$ cat src/rtl/ifmap_row_packer.sv
// Row-tagging feeder for the CNN IFmap buffer: adds {first,last} tag bits and an optional zero flush row.
// Latency: one cycle from input accept to IFmap_buffer_in; one word per cycle while the buffer stays ready.
// Backpressure: a single holding register; data_ready drops while the held word is stalled.
module ifmap_row_packer #(
  parameter int unsigned DATA_WIDTH        = 16,
  parameter int unsigned FILTER_SIZE_WIDTH = 5,
  parameter int unsigned LEN_WIDTH         = 8
) (
  input  logic                                 clk,
  input  logic                                 reset,
  input  logic                                 start,
  input  logic [LEN_WIDTH-1:0]                 row_length,
  input  logic [LEN_WIDTH-1:0]                 num_rows,
  input  logic [FILTER_SIZE_WIDTH-1:0]         filter_size,
  input  logic                                 flush_en,
  input  logic [DATA_WIDTH-1:0]                data_in,
  input  logic                                 data_valid,
  output logic                                 data_ready,
  output logic [DATA_WIDTH+1:0]                IFmap_buffer_in,
  output logic                                 IFmap_buffer_write_enable,
  input  logic                                 IFmap_buffer_ready,
  input  logic                                 IFmap_buffer_full,
  output logic                                 busy,
  output logic                                 done,
  output logic [LEN_WIDTH+FILTER_SIZE_WIDTH-1:0] word_count
);

  localparam int unsigned WC_W = LEN_WIDTH + FILTER_SIZE_WIDTH;

  typedef enum logic [1:0] {
    IDLE   = 2'd0,
    STREAM = 2'd1,
    FLUSH  = 2'd2,
    DRAIN  = 2'd3
  } state_t;

  state_t                       r_state;
  logic [LEN_WIDTH-1:0]         r_row_len;
  logic [LEN_WIDTH-1:0]         r_num_rows;
  logic [FILTER_SIZE_WIDTH-1:0] r_filt;
  logic                         r_flush_en;
  logic [LEN_WIDTH-1:0]         r_col;
  logic [LEN_WIDTH-1:0]         r_row;
  logic [FILTER_SIZE_WIDTH-1:0] r_fcol;
  logic [DATA_WIDTH+1:0]        r_out_dat;
  logic                         r_out_vld;
  logic                         r_busy;
  logic                         r_done;
  logic [WC_W-1:0]              r_word_count;

  logic       w_xfer;
  logic       w_slot;
  logic       w_accept;
  logic       w_fload;
  logic [1:0] w_stream_tag;
  logic [1:0] w_flush_tag;
  logic       w_last_col;
  logic       w_last_row;
  logic       w_last_fcol;

  // The held word leaves on a transfer edge; the slot is free when empty or emptying.
  assign w_xfer   = r_out_vld && IFmap_buffer_ready && !IFmap_buffer_full;
  assign w_slot   = !r_out_vld || w_xfer;
  assign data_ready = (r_state == STREAM) && w_slot;
  assign w_accept = data_ready && data_valid;
  assign w_fload  = (r_state == FLUSH) && w_slot;

  assign w_last_col   = (r_col == r_row_len - LEN_WIDTH'(1));
  assign w_last_row   = (r_row == r_num_rows - LEN_WIDTH'(1));
  assign w_last_fcol  = (r_fcol == r_filt - FILTER_SIZE_WIDTH'(1));
  assign w_stream_tag = {(r_col == '0), w_last_col};
  assign w_flush_tag  = {(r_fcol == '0), w_last_fcol};

  assign IFmap_buffer_in           = r_out_dat;
  assign IFmap_buffer_write_enable = r_out_vld;
  assign busy       = r_busy;
  assign done       = r_done;
  assign word_count = r_word_count;

  // Job FSM together with the holding register, position counters and word counter.
  always_ff @(posedge clk) begin
    if (!reset) begin
      r_state      <= IDLE;
      r_row_len    <= '0;
      r_num_rows   <= '0;
      r_filt       <= '0;
      r_flush_en   <= 1'b0;
      r_col        <= '0;
      r_row        <= '0;
      r_fcol       <= '0;
      r_out_dat    <= '0;
      r_out_vld    <= 1'b0;
      r_busy       <= 1'b0;
      r_done       <= 1'b0;
      r_word_count <= '0;
    end else begin
      r_done <= 1'b0;

      if (w_xfer) begin
        r_word_count <= r_word_count + WC_W'(1);
      end

      // A new load overwrites the slot even when the old word leaves on this edge.
      if (w_accept) begin
        r_out_dat <= {w_stream_tag, data_in};
        r_out_vld <= 1'b1;
      end else if (w_fload) begin
        r_out_dat <= {w_flush_tag, {DATA_WIDTH{1'b0}}};
        r_out_vld <= 1'b1;
      end else if (w_xfer) begin
        r_out_vld <= 1'b0;
      end

      case (r_state)
        IDLE: begin
          if (start) begin
            r_row_len    <= row_length;
            r_num_rows   <= num_rows;
            r_filt       <= filter_size;
            r_flush_en   <= flush_en;
            r_word_count <= '0;
            r_col        <= '0;
            r_row        <= '0;
            r_fcol       <= '0;
            if (row_length != '0 && num_rows != '0) begin
              r_state <= STREAM;
              r_busy  <= 1'b1;
            end else begin
              // Empty job: nothing to send, complete immediately.
              r_done <= 1'b1;
            end
          end
        end

        STREAM: begin
          if (w_accept) begin
            if (w_last_col) begin
              r_col <= '0;
              if (w_last_row) begin
                r_fcol  <= '0;
                r_state <= (r_flush_en && r_filt != '0) ? FLUSH : DRAIN;
              end else begin
                r_row <= r_row + LEN_WIDTH'(1);
              end
            end else begin
              r_col <= r_col + LEN_WIDTH'(1);
            end
          end
        end

        FLUSH: begin
          if (w_fload) begin
            if (w_last_fcol) begin
              r_state <= DRAIN;
            end else begin
              r_fcol <= r_fcol + FILTER_SIZE_WIDTH'(1);
            end
          end
        end

        DRAIN: begin
          if (w_slot) begin
            r_done  <= 1'b1;
            r_busy  <= 1'b0;
            r_state <= IDLE;
          end
        end

        default: r_state <= IDLE;
      endcase
    end
  end

endmodule

$ cat config.mk
export PLATFORM = sky130hd
export DESIGN_NAME = ifmap_row_packer
export DESIGN_NICKNAME = d
export VERILOG_FILES = /design/src/rtl/ifmap_row_packer.sv
export SDC_FILE = /design/constraint.sdc
export NUM_CORES = 1
export LEC_CHECK = 0
export CAP_MARGIN = 20
export CORE_ASPECT_RATIO = 2
export CORE_MARGIN = 5
export CORE_UTILIZATION = 30
export CTS_CLUSTER_DIAMETER = 60
export CTS_CLUSTER_SIZE = 20
export DETAILED_ROUTE_END_ITERATION = 7
export GPL_ROUTABILITY_DRIVEN = 0
export RECOVER_POWER = 25
export SYNTH_ARGS = -nofsm -noshare
export SYNTH_HDL_FRONTEND = slang
export SYNTH_SLANG_ARGS = --single-unit
$ cat constraint.sdc
create_clock -name clk -period 4.7 [get_ports clk]
set_input_delay 0.705 -clock clk [delete_from_list [all_inputs] [get_ports clk]]
set_output_delay 0.705 -clock clk [all_outputs]
set_load 0.005 [all_outputs]
==> results by group, run 1 <==
Run status
  • Status: complete, no violations

Timing
  • Fmax: 327.5 MHz
  • Clock skew: 12.75 ps
  • Setup-failing EPs final: 0
  • Fin. Hold Viols: 0
  • Slew @ Worst Pin: 771.3 ps
  • RSZ-0062 raised after global routing: no
  • Final Cycle Share: 64.96%
  • Period minus WS final: 3053 ps
  • Post-route setup TNS: 0 ps
  • Max transition margin: 47.25%
  • Slew Limit Fails: 0

Min path
  • WHS Endpoint: r_flush_en
  • Min-delay src: r_flush_en
  • Hold WC Path Type: flop to flop
  • Worst hold path depth: 2

Global routing
  • First-pass GRT wire length: 17710 um
  • Grt total ovfl: 0
  • Tot GR Track Use: 13.43%
  • Vias in the first global route: 3723
  • Initial antenna violation count: 0
  • Largest net degree at the start of global routing: 36

CTS
  • CTS Buffer Depth: 2
  • Root Buffer: clkbuf_16
  • Reg clk slew, reported paths: 70 ps
  • Hold buffers post-CTS: 0
  • Post-CTS resize count: 0
  • CTS Buf Count: 9
  • CTS tree: done
  • Clk_lat worst skew: 340 ps
  • Clock sinks: 79
  • Postcts setup bufs: 0
  • H-tree depth: 3

Setup path
  • Crit. path cell count: 9
  • Reg2Reg Launch Point: r_num_rows[0]
  • Worst reg2reg path depth: 9
  • Setup CP Type: flop to flop
  • Critical Path Max Stage Delay: 740 ps
  • Reg2reg end: r_row[1]
  • Max FO, Critical Path: 13
  • Crit. End Element: flop
  • CP Buf/Inv Count: 1
  • Worst Setup Start Kind: flop
  • Crit-path slowest cell: a2111oi_0
  • CP arrival: 3320 ps
  • CP delay by family, top: compound AO/OA/AOI/OAI gates
  • CP Cell Sequence: inv_1 -> ha_1 -> o21ba_1 -> a221oi_1 -> a41oi_1 -> a2111oi_0 -> o41a_1 -> nand2b_1 -> a32o_1
  • Critical Path RT: 4970 ps
  • Worst R2R Setup Slack: 1650 ps

Layout
  • Area of the multi-input gates: 2410 sq um
  • Diode count: 0
  • Fill cells: 1392
  • Nets: 613
  • Register area: 1582 sq um
  • Share of post-route cells with drive strength above 1: 6.239%
  • Area grow syn2layout: 29.54%

Drt
  • Post-route ant nets: 0
  • Final WL: 10980 um
  • Routed vias: 3721
  • DRT Pass-1 Iters: 4
  • Drt via density: 5.197
  • Residual DRC: 0
  • DR iter-0 viols: 131
  • DR WL/cell: 15.34 um

Power
  • Maximum vdd drop: 188.9 uV
  • Lkg Pwr: 1.957 nW
  • PnR Total Power: 2.485 mW
  • Power per Cell Area: 463.0 nW/um^2

Yosys
  • Post-Synthesis Net Count: 545
  • Yosys warning count: 0
  • Primary FF master, synth: dfxtp_1
  • Syn Inst Count: 488
  • Post-synth cell types: 57
  • Seq/Total Area, Yosys: 38.18%
  • Async SR Flop Fraction: 0%
  • Post-synthesis instance area: 4143 sq um
  • Seq cells post-synth: 79
  • Mapped Avg Cell Area: 8.489 sq um
  • Post-synth EDFFs: 0

Floorplan
  • Initial Utilization: 30.66%
  • I/O Pins: 79
  • Chip width: 93.10 um
  • Core Footprint: 13510 sq um
  • Die H: 176.2 um
  • Cell Rows: 60
  • Die ar.: 16400 sq um

Placed design
  • PortBufs: 78
  • HPWL after DPL: 8529 um

Flow run
  • Max Cap Viol: 0
## worst reg2reg max path, cell delays in order, from the launching register on
cell       delay, ps
dfxtp_1          430
inv_1             70
ha_1             290
o21ba_1          200
a221oi_1         290
a41oi_1          100
a2111oi_0        740
o41a_1           510
nand2b_1         190
a32o_1           180
## per-stage QoR
stage / setup WS (ps) / hold WS, ps / area [sq um] / utilization [%] / instances
final: 1647 / 481.7 / 5366 / 39.71 / 716
after global routing: 1398 / 525.2 / 5366 / 39.71 / 716
after CTS: 1599 / 486.6 / 5366 / 39.71 / 716
after detailed placement: 1623 / 477.3 / 5052 / 37.39 / 700
after global placement: 1656 / 468.0 / 5045 / 37.33 / 699
after floorplan: 1995 / 440.0 / 4143 / - / 488
## cell usage after synthesis (4+ instances only)
master	n	area, sq um
nor2_1	26	97.59
a22oi_1	17	127.6
a21oi_1	18	90.09
a21boi_0	23	172.7
dfxtp_1	79	1582
nor4_1	6	37.54
clkbuf_1	20	75.07
inv_1	15	56.30
xnor2_1	22	192.7
o21ai_0	21	105.1
and2_1	5	31.28
nand2b_1	4	25.02
nand3_1	18	90.09
and3_1	6	37.54
nand3b_1	4	30.03
nand4_1	7	43.79
ha_1	13	162.7
nand2_1	75	281.5
nor4b_1	4	35.03
nor2b_1	17	106.4
mux2i_1	4	40.04
xor2_1	19	166.4
or3_1	11	68.82
nor3_1	7	35.03
## routing by layer
layer,routed length (um),GRT usage [%],vias up
met5,0,0,-
met4,377,6.422,0
met2,6187,26.06,64
li1,-,-,1857
met1,4107,13.41,1774
met3,312,2.260,26
## cell usage in the layout, fill, tap and decap left out, types with 17 or more instances in the layout
| cell | instances |
|---|---|
| dlygate4sd3_1 | 27 |
| xnor2_1 | 22 |
| nand2_1 | 75 |
| a22oi_1 | 17 |
| nand3_1 | 18 |
| clkdlybuf4s50_1 | 51 |
| a21boi_0 | 23 |
| xor2_1 | 19 |
| o21ai_0 | 21 |
| nor2b_1 | 17 |
| nor2_1 | 26 |
| dfxtp_1 | 79 |
| a21oi_1 | 17 |
## registers in the layout, indices dropped and copies added, names as in the netlist, 5 cells and up
| register | cells |
|---|---|
| r_fcol | 5 |
| r_filt | 5 |
| r_row_len | 8 |
| r_row | 8 |
| r_col | 8 |
| IFmap_buffer_in | 18 |
| r_num_rows | 8 |
| word_count | 13 |
## power breakdown
part           switching (mW)  internal [mW]  total [mW]
registers              0.0797          0.750       0.830
clock network           0.303          0.435       0.737
logic                   0.523          0.395       0.917
total                   0.905           1.58        2.48
## cells by family (layout without fill, tap and decap cells)
logic type	Yosys count	in the layout	share of synthesized area, %
AO/OA/AOI/OAI	109	109	19.21
XOR/XNOR	41	41	8.668
adder cells (fa/ha/maj)	13	13	3.926
buffers and inverters	40	113	3.745
flip-flops	79	79	38.18
multiplexers	4	4	0.9665
AND/OR/NAND/NOR	202	202	25.31
## worst max path at each step
stage	start	to	slack, ps
final	r_num_rows[0]	r_row[1]	1650
after global routing	r_num_rows[0]	r_row[1]	1400
after CTS	r_num_rows[0]	r_row[1]	1600
after detailed placement	r_num_rows[0]	r_row[1]	1620
after global placement	IFmap_buffer_full	IFmap_buffer_in[9]	1660
after floorplan	r_num_rows[0]	r_fcol[3]	1990
## final cells by class
type	instances	share of cell area [%]
multi-input cells	369	44.91
clock buffers	10	4.453
flip-flops and latches	79	29.47
well taps	155	3.614
inverters	15	1.049
repair buffers	82	15.11
clock inverters	6	1.399
(Power assumes the default switching activity.)
==> inputs of run 2 (changes only) <==
clock period = 2.7 ns   (was 4.7 ns; I/O delays follow)
==> run 2 against run 1 <==
Effect of this change: routed wire length increased by 1.5%; register-to-register slack worse by 1500 ps; non-clock buffer count is 16 higher; via count rose by 2.6%; critical path type unchanged; utilization is 1.0 points higher; clock power up 74%; first-iteration DRC count up 21%; clock-buffer cell count decreased by 1; largest power group unchanged; die area unchanged; fmax increased by 19%; worst hold slack gained 2.6 ps.
==> results by group, run 2 (synthesized netlist as in run 1, its figures left out) <==
Timing
  • Clock skew: 12.89 ps
  • Max transition margin: 46.77%
  • Worst setup margin: 142.1 ps
  • Slew Limit Fails: 0
  • RSZ-0062 raised after global routing: no
  • Setup-failing EPs final: 0
  • Fmax: 390.9 MHz
  • Fin. Hold Viols: 0
  • Final Cycle Share: 94.74%
  • Post-route setup TNS: 0 ps
  • Slew @ Worst Pin: 794.8 ps
  • Period minus WS final: 2558 ps

Setup path
  • Crit-path slowest cell: a2111o_1
  • Crit. path cell count: 10
  • CP delay by family, top: compound AO/OA/AOI/OAI gates
  • CP Buf/Inv Count: 2
  • Max FO, Critical Path: 7
  • Critical Path Max Stage Delay: 410 ps
  • Worst Setup Start Kind: flop
  • Critical Path RT: 2950 ps
  • Crit. End Element: flop
  • CP arrival: 2810 ps
  • Setup CP Type: flop to flop
  • Worst reg2reg path depth: 10
  • CP Cell Sequence: inv_1 -> ha_2 -> o21ba_1 -> a221oi_2 -> a41oi_1 -> a2111o_1 -> o41ai_4 -> buf_4 -> nand3_4 -> o32ai_2

CTS
  • CTS Buf Count: 9
  • CTS Buffer Depth: 2
  • H-tree depth: 3
  • Reg clk slew, reported paths: 60 ps
  • Hold buffers post-CTS: 0
  • Root Buffer: clkbuf_16
  • CTS tree: done
  • Clk_lat worst skew: 350 ps
  • Clock sinks: 79

Min path
  • Hold WC Path Type: flop to flop
  • Worst hold path depth: 2

Layout
  • Fin area: 5503 sq um
  • Area grow syn2layout: 32.83%
  • Leading cell type in the layout, fill and taps excluded: dfxtp_1
  • Nets: 630
  • Max FFs per register: 18
  • Share of post-route cells with drive strength above 1: 9.170%
  • Diode count: 0
  • Fill cells: 1363
  • Finished Core Util: 40.72%
  • Final Non-Filler Cells: 733
  • Most frequent cells in the layout: dfxtp_1, nand2_1, clkdlybuf4s50_1

Power
  • Register share of total power: 32.3%
  • Clk network pwr share: 28.8%
  • Sw Share: 36.54%
  • Psw: 1.625 mW
  • Maximum vdd drop: 327.9 uV
  • Lkg Pwr: 2.041 nW
  • Pint: 2.822 mW
  • Power per Cell Area: 808.3 nW/um^2
  • Power share of the combinational group: 38.9%

Global routing
  • First-pass GRT wire length: 18130 um
  • Met1 usage: 13.47%
  • Most used routing layer: met2
  • Vias in the first global route: 3812
  • Grt total ovfl: 0
  • Met2 GRT Util: 26.81%
  • Met3 usage: 2.857%
  • Initial antenna violation count: 0
  • Largest net degree at the start of global routing: 26
  • Tot GR Track Use: 13.74%

Floorplan
  • I/O Pins: 79
  • Core Footprint: 13510 sq um
  • Cell Rows: 60
  • Die ar.: 16400 sq um
  • Initial Utilization: 30.66%
  • Chip width: 93.10 um
  • Die H: 176.2 um

Drt
  • DRT Pass-1 Iters: 4
  • DR WL/cell: 15.22 um
  • DR iter-0 viols: 158
  • Drt via density: 5.207
  • Final WL: 11150 um
  • Routed vias: 3817
  • Residual DRC: 0
  • Post-route ant nets: 0

Placed design
  • PortBufs: 78
  • DP Area: 5150 sq um
  • Cell count after placement: 713
  • HPWL after DPL: 8609 um
  • DP Worst Slack: -35.09 ps

Run status
  • Status: complete, no violations

Flow run
  • Max Cap Viol: 0
[run 2: cell types whose count changed in the layout (fill, tap and decap cells not counted), sizes merged]
cell,change
buf,+16
inv,+2
clkinvlp,-1
clkdlybuf4s50,-1
dlygate4sd3,+1
clkbuf,-1
o41a,+1
[run 2: power by group through the flow]
stage	sequential [mW]	combinational [mW]	clock, mW
after global placement	1.46	1.66	0
after global routing	1.46	1.91	1.36
after floorplan	1.44	1.13	0
after CTS	1.44	1.70	1.31
after detailed placement	1.47	1.69	0
final	1.44	1.73	1.28
[run 2: area by class of cell]
type | count | area (sq um) | share of cell area [%]
multi-input combinational | 370 | 2430 | 44.16
sequential | 79 | 1582 | 28.74
timing repair buffer | 98 | 930.9 | 16.92
clock buffer | 9 | 225.2 | 4.093
tap | 155 | 193.9 | 3.524
clock inverter | 7 | 85.08 | 1.546
inverter | 15 | 56.30 | 1.023
[run 2: worst paths after layout]
check / start / end / slack (ps)
worst max-delay path: r_num_rows[0] / r_fcol[3] / 140
worst min-delay path: r_num_rows[7] / r_num_rows[7] / 480
worst max register to register: r_num_rows[0] / r_fcol[3] / 140
worst min register to register: r_num_rows[7] / r_num_rows[7] / 480
[run 2: timing repair]
item                                    CTS  global route
buffers inserted                          0             3
resized for setup                         0             2
endpoints found under the setup margin    3            15
gates cloned                              0             1
pin swaps                                 1             4
[run 2: per-stage QoR]
stage | power (mW) | hold slack, ps
finish | 4.448 | 484.4
global route | 4.732 | 532.4
CTS | 4.454 | 490.4
detailed placement | 3.160 | 482.0
global placement | 3.124 | 472.9
floorplan | 2.575 | 440.0
[run 2: metal layers]
| layer | part of all wire (%) | up-vias | wire, um |
|---|---|---|---|
| met5 | 0 | - | 0 |
| met4 | 2.8 | 0 | 316 |
| met3 | 3.8 | 22 | 423 |
| met2 | 57 | 79 | 6385 |
| met1 | 36 | 1820 | 4028 |
| li1 | - | 1896 | - |
[run 2: tightest hold or removal path, cell delays in order (launching register included)]
cell and delay, ps:
dfxtp_1 320, nand2_1 50, a21boi_0 60
